## src/rtl/serial_adder_pkg.sv

```systemverilog
// Shared types and elaboration helpers for the digit-serial adder/subtractor.
//   state_t     : controller states (2 bits)
//   calc_ndig   : cycles per operation for a given WIDTH/DIGIT
//   calc_cnt_w  : digit-counter width, never below 1 bit
package serial_adder_pkg;

   typedef enum logic [1:0] {
      IDLE = 2'd0,
      BUSY = 2'd1,
      DONE = 2'd2
   } state_t;

   function automatic int calc_ndig(input int width, input int digit);
      return width / digit;
   endfunction

   function automatic int calc_cnt_w(input int ndig);
      return (ndig > 1) ? $clog2(ndig) : 1;
   endfunction

endpackage

```

## src/rtl/serial_adder_add_digit.sv

```systemverilog
// Combinational DIGIT-bit ripple adder made of half-adder pairs.
//   x, y : digit operands
//   ci   : carry in
//   s    : digit sum
//   co   : carry out of the digit MSB
module add_digit #(
   parameter int DIGIT = 1
) (
   input  logic [DIGIT-1:0] x,
   input  logic [DIGIT-1:0] y,
   input  logic             ci,
   output logic [DIGIT-1:0] s,
   output logic             co
);

   logic [DIGIT:0] c;

   assign c[0] = ci;

   for (genvar i = 0; i < DIGIT; i++) begin : g_bit
      logic ha0_s, ha0_c, ha1_c;
      // first half adder: x + y
      assign ha0_s = x[i] ^ y[i];
      assign ha0_c = x[i] & y[i];
      // second half adder: partial sum + incoming carry
      assign s[i]  = ha0_s ^ c[i];
      assign ha1_c = ha0_s & c[i];
      assign c[i+1] = ha0_c | ha1_c;
   end

   assign co = c[DIGIT];

endmodule

```

## src/rtl/serial_adder.sv

```systemverilog
// Digit-serial adder/subtractor: WIDTH-bit operands are summed DIGIT bits
// per clock through a single add_digit slice and a carry flop.
//   clk, rst               : clock, synchronous active-high reset
//   in_valid/in_ready      : operand handshake (a, b, cin, sub)
//   out_valid/out_ready    : result handshake (sum, cout, ovf)
//   sub=1 computes a-b; cin is then ignored and cout=1 means no borrow.
//
// state | meaning
// IDLE  | waiting for operands, in_ready=1
// BUSY  | one digit per cycle, LSB digit first
// DONE  | result held until out_ready
module serial_adder
   import serial_adder_pkg::*;
#(
   parameter int WIDTH = 8,
   parameter int DIGIT = 1
) (
   input  logic             clk,
   input  logic             rst,
   input  logic             in_valid,
   output logic             in_ready,
   input  logic [WIDTH-1:0] a,
   input  logic [WIDTH-1:0] b,
   input  logic             cin,
   input  logic             sub,
   output logic             out_valid,
   input  logic             out_ready,
   output logic [WIDTH-1:0] sum,
   output logic             cout,
   output logic             ovf
);

   localparam int NDIG = calc_ndig(WIDTH, DIGIT);
   localparam int CW   = calc_cnt_w(NDIG);

   if ((WIDTH % DIGIT) != 0) begin : g_bad_digit
      $error("serial_adder: DIGIT must divide WIDTH");
   end

   state_t           state_q, state_d;
   logic [CW-1:0]    cnt_q, cnt_d;
   logic             carry_q, carry_d;
   logic [WIDTH-1:0] a_q, a_d;
   logic [WIDTH-1:0] b_q, b_d;
   logic [WIDTH-1:0] sum_q, sum_d;
   logic             ovf_q, ovf_d;
   logic             a_msb_q, a_msb_d;
   logic             b_msb_q, b_msb_d;

   logic [DIGIT-1:0]       dig_s;
   logic                   dig_co;
   logic [WIDTH+DIGIT-1:0] sum_cat;
   logic [WIDTH-1:0]       sum_shift;

   add_digit #(.DIGIT(DIGIT)) u_add_digit (
      .x  (a_q[DIGIT-1:0]),
      .y  (b_q[DIGIT-1:0]),
      .ci (carry_q),
      .s  (dig_s),
      .co (dig_co)
   );

   // New digit enters at the MSB; after NDIG shifts the LSB digit sits at bit 0.
   assign sum_cat   = {dig_s, sum_q};
   assign sum_shift = sum_cat[WIDTH+DIGIT-1:DIGIT];

   always_comb begin
      state_d = state_q;
      cnt_d   = cnt_q;
      carry_d = carry_q;
      a_d     = a_q;
      b_d     = b_q;
      sum_d   = sum_q;
      ovf_d   = ovf_q;
      a_msb_d = a_msb_q;
      b_msb_d = b_msb_q;
      case (state_q)
         IDLE: begin
            if (in_valid) begin
               a_d     = a;
               b_d     = sub ? ~b : b;
               carry_d = sub ? 1'b1 : cin;
               cnt_d   = '0;
               a_msb_d = a[WIDTH-1];
               b_msb_d = sub ? ~b[WIDTH-1] : b[WIDTH-1];
               state_d = BUSY;
            end
         end
         BUSY: begin
            sum_d   = sum_shift;
            a_d     = a_q >> DIGIT;
            b_d     = b_q >> DIGIT;
            carry_d = dig_co;
            cnt_d   = cnt_q + CW'(1);
            if (cnt_q == CW'(NDIG - 1)) begin
               state_d = DONE;
               // signed overflow: like-signed operands, result sign differs
               ovf_d   = (a_msb_q == b_msb_q) && (sum_shift[WIDTH-1] != a_msb_q);
            end
         end
         DONE: begin
            if (out_ready) begin
               state_d = IDLE;
            end
         end
         default: state_d = IDLE;
      endcase
   end

   always_ff @(posedge clk) begin
      if (rst) begin
         state_q <= IDLE;
         cnt_q   <= '0;
         carry_q <= 1'b0;
         a_q     <= '0;
         b_q     <= '0;
         sum_q   <= '0;
         ovf_q   <= 1'b0;
         a_msb_q <= 1'b0;
         b_msb_q <= 1'b0;
      end else begin
         state_q <= state_d;
         cnt_q   <= cnt_d;
         carry_q <= carry_d;
         a_q     <= a_d;
         b_q     <= b_d;
         sum_q   <= sum_d;
         ovf_q   <= ovf_d;
         a_msb_q <= a_msb_d;
         b_msb_q <= b_msb_d;
      end
   end

   assign in_ready  = (state_q == IDLE);
   assign out_valid = (state_q == DONE);
   assign sum       = sum_q;
   assign cout      = carry_q;
   assign ovf       = ovf_q;

endmodule

```

## config.mk

```make
export PLATFORM = sky130hd
export DESIGN_NAME = serial_adder
export DESIGN_NICKNAME = d
export VERILOG_FILES = /design/src/rtl/serial_adder_pkg.sv /design/src/rtl/serial_adder_add_digit.sv /design/src/rtl/serial_adder.sv
export SDC_FILE = /design/constraint.sdc
export NUM_CORES = 1
export LEC_CHECK = 0
export ABC_AREA = 0
export BUFFER_PORTS_ARGS = -buffer_cell sky130_fd_sc_hd__buf_2
export CAP_MARGIN = 10
export CORE_ASPECT_RATIO = 1.5
export CORE_MARGIN = 10
export CORE_UTILIZATION = 48
export CTS_BUF_LIST = sky130_fd_sc_hd__clkbuf_4 sky130_fd_sc_hd__clkbuf_8
export DETAILED_ROUTE_END_ITERATION = 16
export PLACE_DENSITY = 0.73
export SLEW_MARGIN = 20
export SYNTH_ARGS = -nofsm -noshare
export SYNTH_HDL_FRONTEND = slang
export SYNTH_HIERARCHICAL = 1
export SYNTH_SLANG_ARGS = --single-unit
export TNS_END_PERCENT = 20
```

## constraint.sdc

```tcl
create_clock -name clk -period 1.8 [get_ports clk]
set_input_delay 0.09 -clock clk [delete_from_list [all_inputs] [get_ports clk]]
set_output_delay 0.09 -clock clk [all_outputs]
set_load 0.005 [all_outputs]
```

==> After elaboration in Yosys (flattened, before gate mapping) <==
Index checks and enable logic that the tools add are counted.
{ "totals": {"register_bits": 33, "latch_bits": 0, "ramBits": 0, "rom_bits": 0, "input_bits": 22, "out_inout_bits": 12, "elab_cells": 47, "memories": 0} }
{ "classes": {"add_sub_neg": 1, "mul": 0, "div": 0, "order_cmp": 0, "n_eq_ne": 8, "n_shift": 0, "n_mux": 15, "n_bitwise": 7, "reduce_logical": 7} }
{ "ops": {"columns": ["op", "count"], "rows": [
  ["one-hot mux 8 bit (2 select lines)", 2],
  ["2-to-1 mux 8 bit", 3],
  ["NOT 8 bit", 1],
  ["2-to-1 mux 2 bit", 3],
  ["one-hot mux 2 bit (3 select lines)", 1],
  ["one-hot mux 3 bit (2 select lines)", 1],
  ["AND reduction 2 bit", 3],
  ["inequality test 2 bit (second input constant)", 2],
  ["adder 3 x 1 -> 3 bit (second input constant)", 1],
  ["== test 3 bit (second input constant)", 1],
  ["2-to-1 mux 1 bit", 3],
  ["2-to-1 mux 3 bit", 1],
  ["AND reduction 3 bit", 1],
  ["AND 1 bit", 2],
  ["== test 2 x 1 -> 1 bit (second input constant)", 1],
  ["== test 2 bit (second input constant)", 1],
  ["logical NOT 2 bit", 1],
  ["inequality test 2 x 1 -> 1 bit (second input constant)", 1],
  ["one-hot mux 1 bit (2 select lines)", 1],
  ["nonzero test 2 bit", 1],
  ["bitwise XOR 1 bit", 2],
  ["== test 1 bit", 1],
  ["logical AND 1 bit", 1],
  ["inequality test 1 bit", 1],
  ["other kinds (2)", 2]
]} }

==> Depth between registers and ports, before layout <==
Gate-level depths: netlist of run 1.
{ "depth": {"ltp_word": 4, "depth_mapped": 5, "depth_no_buf": 4} }

==> Hierarchy <==
Netlist of run 1, hierarchy kept.
{ "modules_own_cells": {"columns": ["mod", "instances", "cells_each", "area_per_inst_um2", "seq_area_each_um2"], "rows": [
  ["serial_adder", 1, 156, 1397.6, 660.6],
  ["add_digit", 1, 1, 20.0, 0.0]
]} }

==> Worst setup path after synthesis of run 1 <==
OpenSTA, ideal clock, no wires.
{ "synth_timing": {"path_type": "register to register", "startpoint": "register b_q[0]", "endpoint": "register ovf_q (netlist: ovf)", "setup_time_ns": 0.091, "arrival_time_ns": 1.273, "required_ns": 1.709, "slack_ns": 0.436, "stages_incl_launch_ff": 5, "path_cell_list": "dfxtp_1 -> fa_1 -> and3b_1 -> a21oi_1 -> a311oi_1"} }
{ "synth_between": {"elab_chain_len": 4} }
{ "synth_rtl": {"columns": ["item", "line", "text"], "rows": [
  ["start: declaration", "serial_adder.sv:44", "logic [WIDTH-1:0] b_q, b_d;"],
  ["start signal: assignment", "serial_adder.sv:116", "b_q <= '0;"],
  ["start signal: assignment", "serial_adder.sv:126", "b_q <= b_d;"],
  ["bitwise XOR 1 bit", "serial_adder_add_digit.sv:23", "assign ha0_s = x[i] ^ y[i];"],
  ["bitwise XOR 1 bit", "serial_adder_add_digit.sv:26", "assign s[i] = ha0_s ^ c[i];"],
  ["named net dig_s", "serial_adder.sv:50", "logic [DIGIT-1:0] dig_s;"],
  ["inequality test 1 bit", "serial_adder.sv:98", "ovf_d = (a_msb_q == b_msb_q) && (sum_shift[WIDTH-1] != a_msb_q);"],
  ["logical AND 1 bit", "serial_adder.sv:98", null],
  ["end signal: assignment", "serial_adder.sv:128", "ovf_q <= ovf_d;"],
  ["end: declaration", "serial_adder.sv:46", "logic ovf_q, ovf_d;"]
]} }
The timed path passes the listed nets, and every way through them passes these cells.
A chain may end at the register's enable or synchronous reset.

==> Worst setup path in the final report of run 1 <==
Ends and elaborated chain as after synthesis.

==> impl_metrics.csv, run 1 <==
group,metric,value,unit
floorplan,die_w,64.4,um
synthesis,synth-async-reset-ratio,0,
synthesis,synth_nets,182,
synthesis,synth_top_cell_by_area,"dfxtp_1",
worst_setup_path,critPathRequiredTime,1.99,ns
finish,final_cells,231,
clock_tree,cts_hold_buf,0,
worst_setup_path,crit_fanout,3,
timing,skew,0.00574,ns
grt,grt_overflow,0,
place,place_congestion,0.764,
synthesis,synth_edf_count,0,
clock_tree,cts.clk_slew.worst_paths,0.06,ns
finish,num-fill-cells,272,
timing,hold_viol_final,0,
synthesis,yosysMostFrequentCell,"dfxtp_1",
clock_tree,cts-root-buf,"clkbuf_8",
clock_tree,postCtsSetupBuffers,0,
detailed_routing,drtIter0Drc,29,
worst_setup_path,worstSetupEndpoint,"ovf$_SDFFE_PP0P_",
finish,layout-drive-gt1-share,0.260,
synthesis,synth_area_leaders,"dfxtp_1 47%, a21oi_1 6.0%, nand2_1 5.8%, nor2_1 5.6%, a221o_1 4.9%",
pwr,vdd.ir_drop.worst,0.745,mV
place,port_buffers,33,
worst_setup_path,start_kind,"flop",
floorplan,die_h,86.6,um
finish,nNetsFinal,216,
floorplan,io_pins,34,
detailed_routing,drcViolationCount,0,
synthesis,synthFlopType,"dfxtp_1",
synthesis,synth_warnings,6,
timing,drv_slew,0,
synthesis,synth_common_cells,"33 x dfxtp_1, 22 x nand2_1, 21 x nor2_1",
detailed_routing,vias_per_cell,5.23,
detailed_routing,drt.antenna.violating_nets,0,
timing,fin_crit_sh,0.820,
synthesis,ys_seq_area_frac,0.466,
worst_setup_path,critical_path_class,"reg2reg",
grt,antenna_found_initial,0,
synthesis,synth_cells,157,
timing,finalCriticalPeriod,1.48,ns
synthesis,synth_top_area_share,0.466,
grt,grt_pass1_vias,1254,
place,hpwl,2500,um
worst_setup_path,cp.arrival,1.66,ns
clock_tree,cts-resized-gates,0,
place,dp.cells,223,
min_path,min_path_cells,3,
synthesis,synth.avg_cell_area,9.03,sq um
clock_tree,cts_tree,"built",
timing,setup_viol,0,
worst_setup_path,r2r_setup_slack,0.32,ns
worst_setup_path,r2r_start,"b_q[0]$_SDFFE_PP0P_",
timing,rsz0062_at_grt,"no",
min_path,hp-class,"in2reg",
clock_tree,htreeDepth,2,
timing,slew_headroom,0.668,
pwr,power_density,944,nW/um^2
job,max-cap-violations,0,
grt,grt_max_degree,20,
detailed_routing,vias,1209,
worst_setup_path,cp-startpoint,"b_q[0]$_SDFFE_PP0P_",
pwr,p_leak,0.729,nW
worst_setup_path,rr_worst_depth,4,
finish,multi_input_area,701,sq um
detailed_routing,drt-total-wl,3200,um
floorplan,rows,24,
floorplan,initial_core_util,0.492,
floorplan,die_area,5570,sq um
synthesis,synth-seq-cells,33,
clock_tree,cts_made_buffers,5,
timing,clock.fmax,678,MHz
grt,grt_usage,0.123,
clock_tree,cts_buffer_depth,2,
floorplan,core_area,2880,sq um
synthesis,synth.distinct_cells,29,
finish,final-seq-area,661,sq um
detailed_routing,dr.pass1.iters,4,
worst_setup_path,worst_r2r_endpoint,"ovf$_SDFFE_PP0P_",
timing,tns,0,ns
finish,syn2layout_area_growth,21.2,%
synthesis,syn_area,1420,sq um
clock_tree,clock_latency,0.28,ns
worst_setup_path,endpoint_kind,"flop",
min_path,hold_path_startpoint,"a[7]",
grt,grt_first_pass_wirelength,5420,um
clock_tree,clock-sinks,33,
detailed_routing,avgRoutedWirePerCell,13.8,um
timing,worst_slew_pin_slew,0.497,ns
finish,antenna_cells,0,
status,status,"completed",
## flip-flops by register name, indices dropped and copies added (netlist names)
| signal | flops |
|---|---|
| a_msb_q | 1 |
| ovf | 1 |
| state_q | 2 |
| b_msb_q | 1 |
| cnt_q | 3 |
| b_q | 8 |
| sum | 8 |
| a_q | 8 |
| cout | 1 |
## per-stage QoR
stage	total power (W)	setup slack, ns	hold slack, ns	area [sq um]	util
3_5_place_dp	0.00104	0.328	0.375	1620	0.561
2_1_floorplan	0.000965	0.436	0.249	1420	-
4_1_cts	0.00164	0.313	0.0695	1720	0.596
3_3_place_gp	0.00102	0.409	0.357	1620	0.561
5_1_grt	0.00171	0.202	0.109	1720	0.596
6_report	0.00162	0.324	0.0788	1720	0.596
## placed cells by master (no fill, tap or decap), drive strengths merged
| cell type | Yosys | routed |
|---|---|---|
| a22oi | 1 | 1 |
| nor3 | 1 | 1 |
| a211oi | 7 | 7 |
| a221o | 7 | 7 |
| nor3b | 1 | 1 |
| a311oi | 1 | 1 |
| ha | 2 | 2 |
| nand2 | 22 | 22 |
| buf | 7 | 38 |
| mux2i | 7 | 7 |
| o21a | 1 | 1 |
| xor2 | 1 | 1 |
| inv | 1 | 1 |
| xnor2 | 7 | 7 |
| fa | 1 | 1 |
| clkbuf | 4 | 7 |
| nor2b | 2 | 2 |
| nor2 | 22 | 22 |
| nand2b | 2 | 2 |
| or4b | 2 | 2 |
| mux2 | 1 | 1 |
| clkinv | 0 | 1 |
| o21ba | 1 | 1 |
| a21oi | 17 | 17 |
| or3b | 1 | 1 |
| and3b | 1 | 1 |
| dfxtp | 33 | 33 |
| nand3 | 4 | 4 |
## critical path: stages (launching register included)
cell and delay [ns]:
dfxtp_1 0.34, fa_1 0.52, and3b_1 0.23, a21oi_1 0.04
a311oi_1 0.26
## worst min-delay path by stage
stage                            to  slack [ns]
6_report       a_msb_q$_SDFFE_PP0P_        0.08
5_1_grt        a_msb_q$_SDFFE_PP0P_        0.11
4_1_cts        a_msb_q$_SDFFE_PP0P_        0.07
3_5_place_dp   a_msb_q$_SDFFE_PP0P_        0.37
3_3_place_gp   a_msb_q$_SDFFE_PP0P_        0.36
2_1_floorplan  a_msb_q$_SDFFE_PP0P_        0.25
## layout make-up
class,count,area share
Multi-Input combinational cell,112,0.408
Sequential cell,33,0.385
Timing Repair Buffer,38,0.118
Clock buffer,7,0.0561
Tap cell,39,0.0284
Clock inverter,1,0.00291
Inverter,1,0.00218
## report_power, final
group          internal (W)  total (W)  leakage [nW]  switching, W
clock              0.000345   0.000605        0.0542      0.000260
combinational      0.000103   0.000212         0.404      0.000109
sequential         0.000775   0.000805         0.270     0.0000302
total               0.00122    0.00162         0.729      0.000400
## cells by family after synthesis
family                   Yosys count  share of synthesized area
flip-flops                        33                      0.466
XOR/XNOR                           8                     0.0494
multiplexers                       8                     0.0574
adder cells (fa/ha/maj)            3                     0.0318
AO/OA/AOI/OAI                     35                      0.170
buffers and inverters             12                     0.0397
AND/OR/NAND/NOR                   58                      0.185
## per-layer routing
layer	routed length, um	vias up	GRT usage
met4	54	0	0.0645
met3	176	6	0.0530
met2	1640	33	0.213
met5	0	-	0
li1	-	614	-
met1	1330	556	0.121
No activity file was read; power rests on OpenSTA's default activity.
==> run 2, diff against run 1 <==
- clock period: 1.8 -> 1.4 ns (I/O delays scaled with it)
==> run 2 against run 1 <==
  * Fmax is 6.7% higher
  * Die area stayed put
  * Sequential share of layout area down 1.1 points
  * Clock skew down 0.00095 ns
  * Via count up 0.66%
  * Highest routed layer unchanged
==> impl_metrics.csv, run 2 (same netlist as run 1, synthesis figures left out) <==
group,metric,value,unit
grt,grt_pass1_vias,1287,
worst_setup_path,cp.arrival,1.58,ns
floorplan,die_w,64.4,um
timing,hold_viol_final,0,
timing,worst_slew_pin_slew,0.316,ns
worst_setup_path,path_buf_inv,0,
worst_setup_path,cp_cell_sequence,"fa_1 > and3b_1 > a21oi_1 > a311oi_1",
min_path,hold_end,"a_q[7]$_SDFFE_PP0P_",
finish,final_common_cell,"buf_2",
timing,rsz0062_at_grt,"yes",
finish,layout-drive-gt1-share,0.303,
clock_tree,clock-sinks,33,
place,hpwl,2520,um
pwr,p_leak,0.762,nW
finish,utilization,0.615,
floorplan,rows,24,
detailed_routing,drt.antenna.violating_nets,0,
worst_setup_path,rr_worst_depth,4,
status,status,"completed",
timing,skew,0.00479,ns
worst_setup_path,endpoint_kind,"flop",
clock_tree,postCtsSetupBuffers,0,
worst_setup_path,critPathMaxStageDelay,0.48,ns
floorplan,die_h,86.6,um
finish,nNetsFinal,222,
min_path,hold_path_startpoint,"a[7]",
clock_tree,cts_made_buffers,5,
worst_setup_path,start_kind,"flop",
worst_setup_path,cp_top_family,"adder cells",
min_path,hp-class,"in2reg",
clock_tree,cts.clk_slew.worst_paths,0.07,ns
detailed_routing,drt-total-wl,3200,um
floorplan,io_pins,34,
detailed_routing,avgRoutedWirePerCell,13.5,um
detailed_routing,dr.pass1.iters,4,
grt,grt_first_pass_wirelength,5480,um
detailed_routing,vias,1217,
floorplan,die_area,5570,sq um
clock_tree,cts_hold_buf,0,
timing,slew_headroom,0.789,
finish,antenna_cells,0,
finish,final_cell_mix,"33 x buf_2, 32 x dfxtp_1, 22 x nand2_1",
place,port_buffers,33,
clock_tree,clock_latency,0.28,ns
floorplan,core_area,2880,sq um
timing,clock.fmax,723,MHz
floorplan,initial_core_util,0.492,
grt,grt_max_degree,29,
grt,grt_overflow,0,
job,max-cap-violations,0,
clock_tree,cts-root-buf,"clkbuf_8",
clock_tree,cts_buffer_depth,2,
timing,setup_viol,0,
worst_setup_path,r2r_setup_slack,0.02,ns
clock_tree,cts_tree,"built",
detailed_routing,drcViolationCount,0,
timing,finalCriticalPeriod,1.38,ns
finish,syn2layout_area_growth,25.1,%
timing,drv_slew,0,
clock_tree,htreeDepth,2,
worst_setup_path,critPathRequiredTime,1.60,ns
worst_setup_path,cpMaxStageDelayCell,"fa_1",
pwr,power_density,1190,nW/um^2
grt,antenna_found_initial,0,
pwr,power,0.00211,W
worst_setup_path,r2r_start,"b_q[0]$_SDFFE_PP0P_",
worst_setup_path,crit_fanout,2,
detailed_routing,vias_per_cell,5.14,
worst_setup_path,critical_path_class,"reg2reg",
grt,grt_usage,0.123,
place,place_congestion,0.777,
worst_setup_path,worst_r2r_endpoint,"ovf$_SDFFE_PP0P_",
pwr,vdd.ir_drop.worst,0.725,mV
detailed_routing,drtIter0Drc,22,
timing,fin_crit_sh,0.988,
min_path,min_path_cells,3,
==> run 2: changes by cell type in the layout (fill, tap and decap cells not counted), sizes merged <==
cell / previous run / this run
buf: 38 / 44
==> run 2: per-layer routing <==
layer  track usage  up-vias  share of wire
li1              -      625              -
met4        0.0469        0          0.014
met3        0.0607        5          0.078
met5             0        -              0
met2         0.235       30           0.52
met1         0.104      557           0.38
==> run 2: worst max path at each step <==
stage	startpoint	endpoint	slack [ns]	depth (start not counted)
detailed placement	state_q[0]$_SDFFE_PP0P_	b_q[3]$_SDFFE_PP0P_	0.005	3
finish	b_q[0]$_SDFFE_PP0P_	ovf$_SDFFE_PP0P_	0.02	4
floorplan	b_q[0]$_SDFFE_PP0P_	ovf$_SDFFE_PP0P_	0.04	4
global route	b_q[0]$_SDFFE_PP0P_	ovf$_SDFFE_PP0P_	-0.07	4
global placement	b_q[0]$_SDFFE_PP0P_	ovf$_SDFFE_PP0P_	0.03	4
CTS	b_q[0]$_SDFFE_PP0P_	ovf$_SDFFE_PP0P_	0.0009	4
==> run 2: per-stage QoR <==
stage | TNS (ns) | setup WS (ns) | std cells | hold slack, ns | instance area [sq um]
2_1_floorplan | 0 | 0.0362 | 157 | 0.229 | 1420
3_3_place_gp | 0 | 0.0326 | 229 | 0.336 | 1660
3_5_place_dp | 0 | 0.00497 | 229 | 0.357 | 1660
4_1_cts | 0 | 0.000926 | 237 | 0.0520 | 1770
5_1_grt | -0.0737 | -0.0737 | 237 | 0.0544 | 1770
6_report | 0 | 0.0171 | 237 | 0.0565 | 1770
==> run 2: worst min-delay path, cell delays in order <==
cell and delay, ns:
buf_2 0.10, nand2_1 0.07, a21oi_1 0.06
==> run 2: area by class of cell <==
cell class	instances	area, sq um
Fill cell	282	1110
Sequential cell	33	662
Timing Repair Buffer	44	248
Clock buffer	7	96.3
Tap cell	39	48.8
Multi-Input combinational cell	112	709
Inverter	1	3.75
Clock inverter	1	5.00
==> run 2: report_power, final <==
group	internal [W]	switching [W]	total, W
sequential	0.000997	0.0000382	0.00104
clock	0.000444	0.000333	0.000777
combinational	0.000154	0.000145	0.000299
==> run 2: timing repair <==
| item | in CTS | in global routing |
|---|---|---|
| setup endpoints to repair | 1 | 15 |
| gates resized for setup | 1 | 3 |
| pin swaps | 0 | 1 |
==> run 3, diff against run 2 <==
- BUFFER_PORTS_ARGS: -buffer_cell sky130_fd_sc_hd__buf_2 -> default
- DONT_BUFFER_PORTS: default -> 1
- PLACE_DENSITY: 0.73 -> default
==> run 3 against run 2 <==
  * The run now ends with hold timing, setup timing left
  * Cell count is 14% lower
  * First-iteration DRC count increased by 64%
  * Combinational power decreased by 13%
  * Global-route usage fell by 0.31 points
  * Die area stayed put
  * Worst hold slack worse by 0.20 ns
  * Clock-buffer cell count is the same
  * Design area is 6.5% lower
  * Flip-flop and latch count unchanged
  * Largest cell class unchanged
  * Largest power group unchanged
  * Highest routed layer unchanged
==> impl_metrics.csv, run 3 (same netlist as run 1, synthesis figures left out) <==
group,metric,value,unit
status,status,"finished with violations",
status,failed_checks,"hold timing, setup timing",
floorplan,initial_core_util,0.492,
worst_setup_path,start_kind,"flop",
worst_setup_path,critPathMaxStageDelay,0.49,ns
timing,drv_slew,0,
detailed_routing,drcViolationCount,0,
pwr,power_frac_seq,0.466,
finish,nNetsFinal,190,
job,max-cap-violations,0,
finish,layout-drive-gt1-share,0.181,
clock_tree,postCtsSetupBuffers,0,
clock_tree,cts_made_buffers,5,
grt,grt_max_degree,30,
worst_setup_path,crit_fanout,2,
timing,setup_viol,1,
finish,antenna_cells,0,
pwr,pwr-share-comb,0.116,
pwr,switching_power,0.000488,W
timing,hold_viol_final,26,
clock_tree,clock-sinks,33,
min_path,hp-class,"in2reg",
place,port_buffers,0,
pwr,clock_power_share,0.418,
grt,grt_overflow,0,
timing,worst_slew_pin_slew,0.313,ns
finish,final_common_cell,"dfxtp_1",
floorplan,die_area,5570,sq um
worst_setup_path,r2r_start,"b_q[0]$_SDFFE_PP0P_",
detailed_routing,vias_per_cell,5.52,
timing,clock.fmax,686,MHz
detailed_routing,drt.antenna.violating_nets,0,
detailed_routing,avgRoutedWirePerCell,15.2,um
pwr,vdd.ir_drop.worst,0.902,mV
finish,syn2layout_area_growth,16.9,%
pwr,power_density,1340,nW/um^2
worst_setup_path,cp.arrival,1.65,ns
worst_setup_path,cpMaxStageDelayCell,"fa_1",
detailed_routing,drtIter0Drc,36,
detailed_routing,vias,1131,
worst_setup_path,endpoint_kind,"flop",
detailed_routing,drt-total-wl,3130,um
grt,grt_usage,0.120,
finish,final_cells,205,
place,dp.cells,197,
floorplan,die_w,64.4,um
floorplan,rows,24,
floorplan,core_area,2880,sq um
timing,fin_ws,-0.0569,ns
worst_setup_path,critPathRequiredTime,1.59,ns
timing,hold_ws,-0.139,ns
clock_tree,cts_buffer_depth,2,
grt,antenna_found_initial,0,
worst_setup_path,critical_path_class,"reg2reg",
pwr,p_sw_frac,0.220,
clock_tree,cts-root-buf,"clkbuf_8",
clock_tree,cts.clk_slew.worst_paths,0.07,ns
finish,final_cell_mix,"31 x dfxtp_1, 22 x nand2_1, 20 x nor2_1",
clock_tree,htreeDepth,2,
min_path,hold_path_startpoint,"rst",
grt,grt_first_pass_wirelength,5350,um
worst_setup_path,cp_cell_sequence,"fa_1 > and3b_1 > a21oi_2 > a311oi_2",
clock_tree,cts_tree,"built",
finish,utilization,0.575,
timing,finalCriticalPeriod,1.46,ns
timing,fin_crit_sh,1.04,
pwr,internal_power,0.00173,W
grt,grt_pass1_vias,1226,
place,hpwl,2350,um
timing,slew_headroom,0.791,
timing,skew,0.0101,ns
pwr,p_leak,0.637,nW
clock_tree,clock_latency,0.28,ns
timing,rsz0062_at_grt,"yes",
timing,tns,-0.0569,ns
pwr,power,0.00222,W
detailed_routing,dr.pass1.iters,4,
floorplan,die_h,86.6,um
worst_setup_path,cp-startpoint,"b_q[0]$_SDFFE_PP0P_",
floorplan,io_pins,34,
place,place_congestion,0.782,
run 3: repair_timing:
item                                    4_1_cts  5_1_grt
hold endpoints to repair                     26       26
gates resized for setup                       2        5
endpoints found under the setup margin        2       14
pin swaps                                     2        2
run 3: critical path: cells and delay by family, from the launching register on:
family	cells	cell delay [ns]
simple gates	1	0.25
flops	1	0.33
fa+ha+maj	1	0.49
compound gates	2	0.29
run 3: power by group through the flow:
| stage | Sequential (W) | Combinational [W] | Clock [W] |
|---|---|---|---|
| 4_1_cts | 0.00104 | 0.000253 | 0.000950 |
| 2_1_floorplan | 0.00105 | 0.000196 | 0 |
| 3_3_place_gp | 0.00105 | 0.000245 | 0 |
| 5_1_grt | 0.00104 | 0.000294 | 0.000993 |
| 3_5_place_dp | 0.00106 | 0.000249 | 0 |
| 6_report | 0.00104 | 0.000259 | 0.000928 |
run 3: per-stage QoR:
step	instance area, sq um	worst slack [ns]	hold WS, ns
after floorplan	1420	0.0362	0.229
after global placement	1520	0.0138	0.145
after detailed placement	1520	-0.0293	0.147
after CTS	1640	-0.0472	-0.156
after global routing	1660	-0.166	-0.166
final	1660	-0.0569	-0.139
run 3: area by class of cell:
| type | count | area [sq um] |
|---|---|---|
| Fill cell | 286 | 1220 |
| Multi-Input combinational cell | 112 | 719 |
| Sequential cell | 33 | 663 |
| Timing Repair Buffer | 12 | 103 |
| Clock buffer | 7 | 90.1 |
| Tap cell | 39 | 48.8 |
| Clock inverter | 1 | 30.0 |
| Inverter | 1 | 3.75 |
run 3: routing by layer:
metal  vias up  wire [um]  global-route usage
met5         -          0                   0
met1       517       1240               0.116
met2        39       1480               0.195
met3        13        294              0.0698
li1        562          -                   -
met4         0        110              0.0645
run 3: worst paths after layout:
check	to	cells past startpoint	slack, ns
worst max-delay path	ovf$_SDFFE_PP0P_	4	-0.06
worst min-delay path	a_q[7]$_SDFFE_PP0P_	1	-0.14
worst max register to register	ovf$_SDFFE_PP0P_	4	-0.06
worst min register to register	cnt_q[2]$_SDFFE_PP0P_	2	0.47
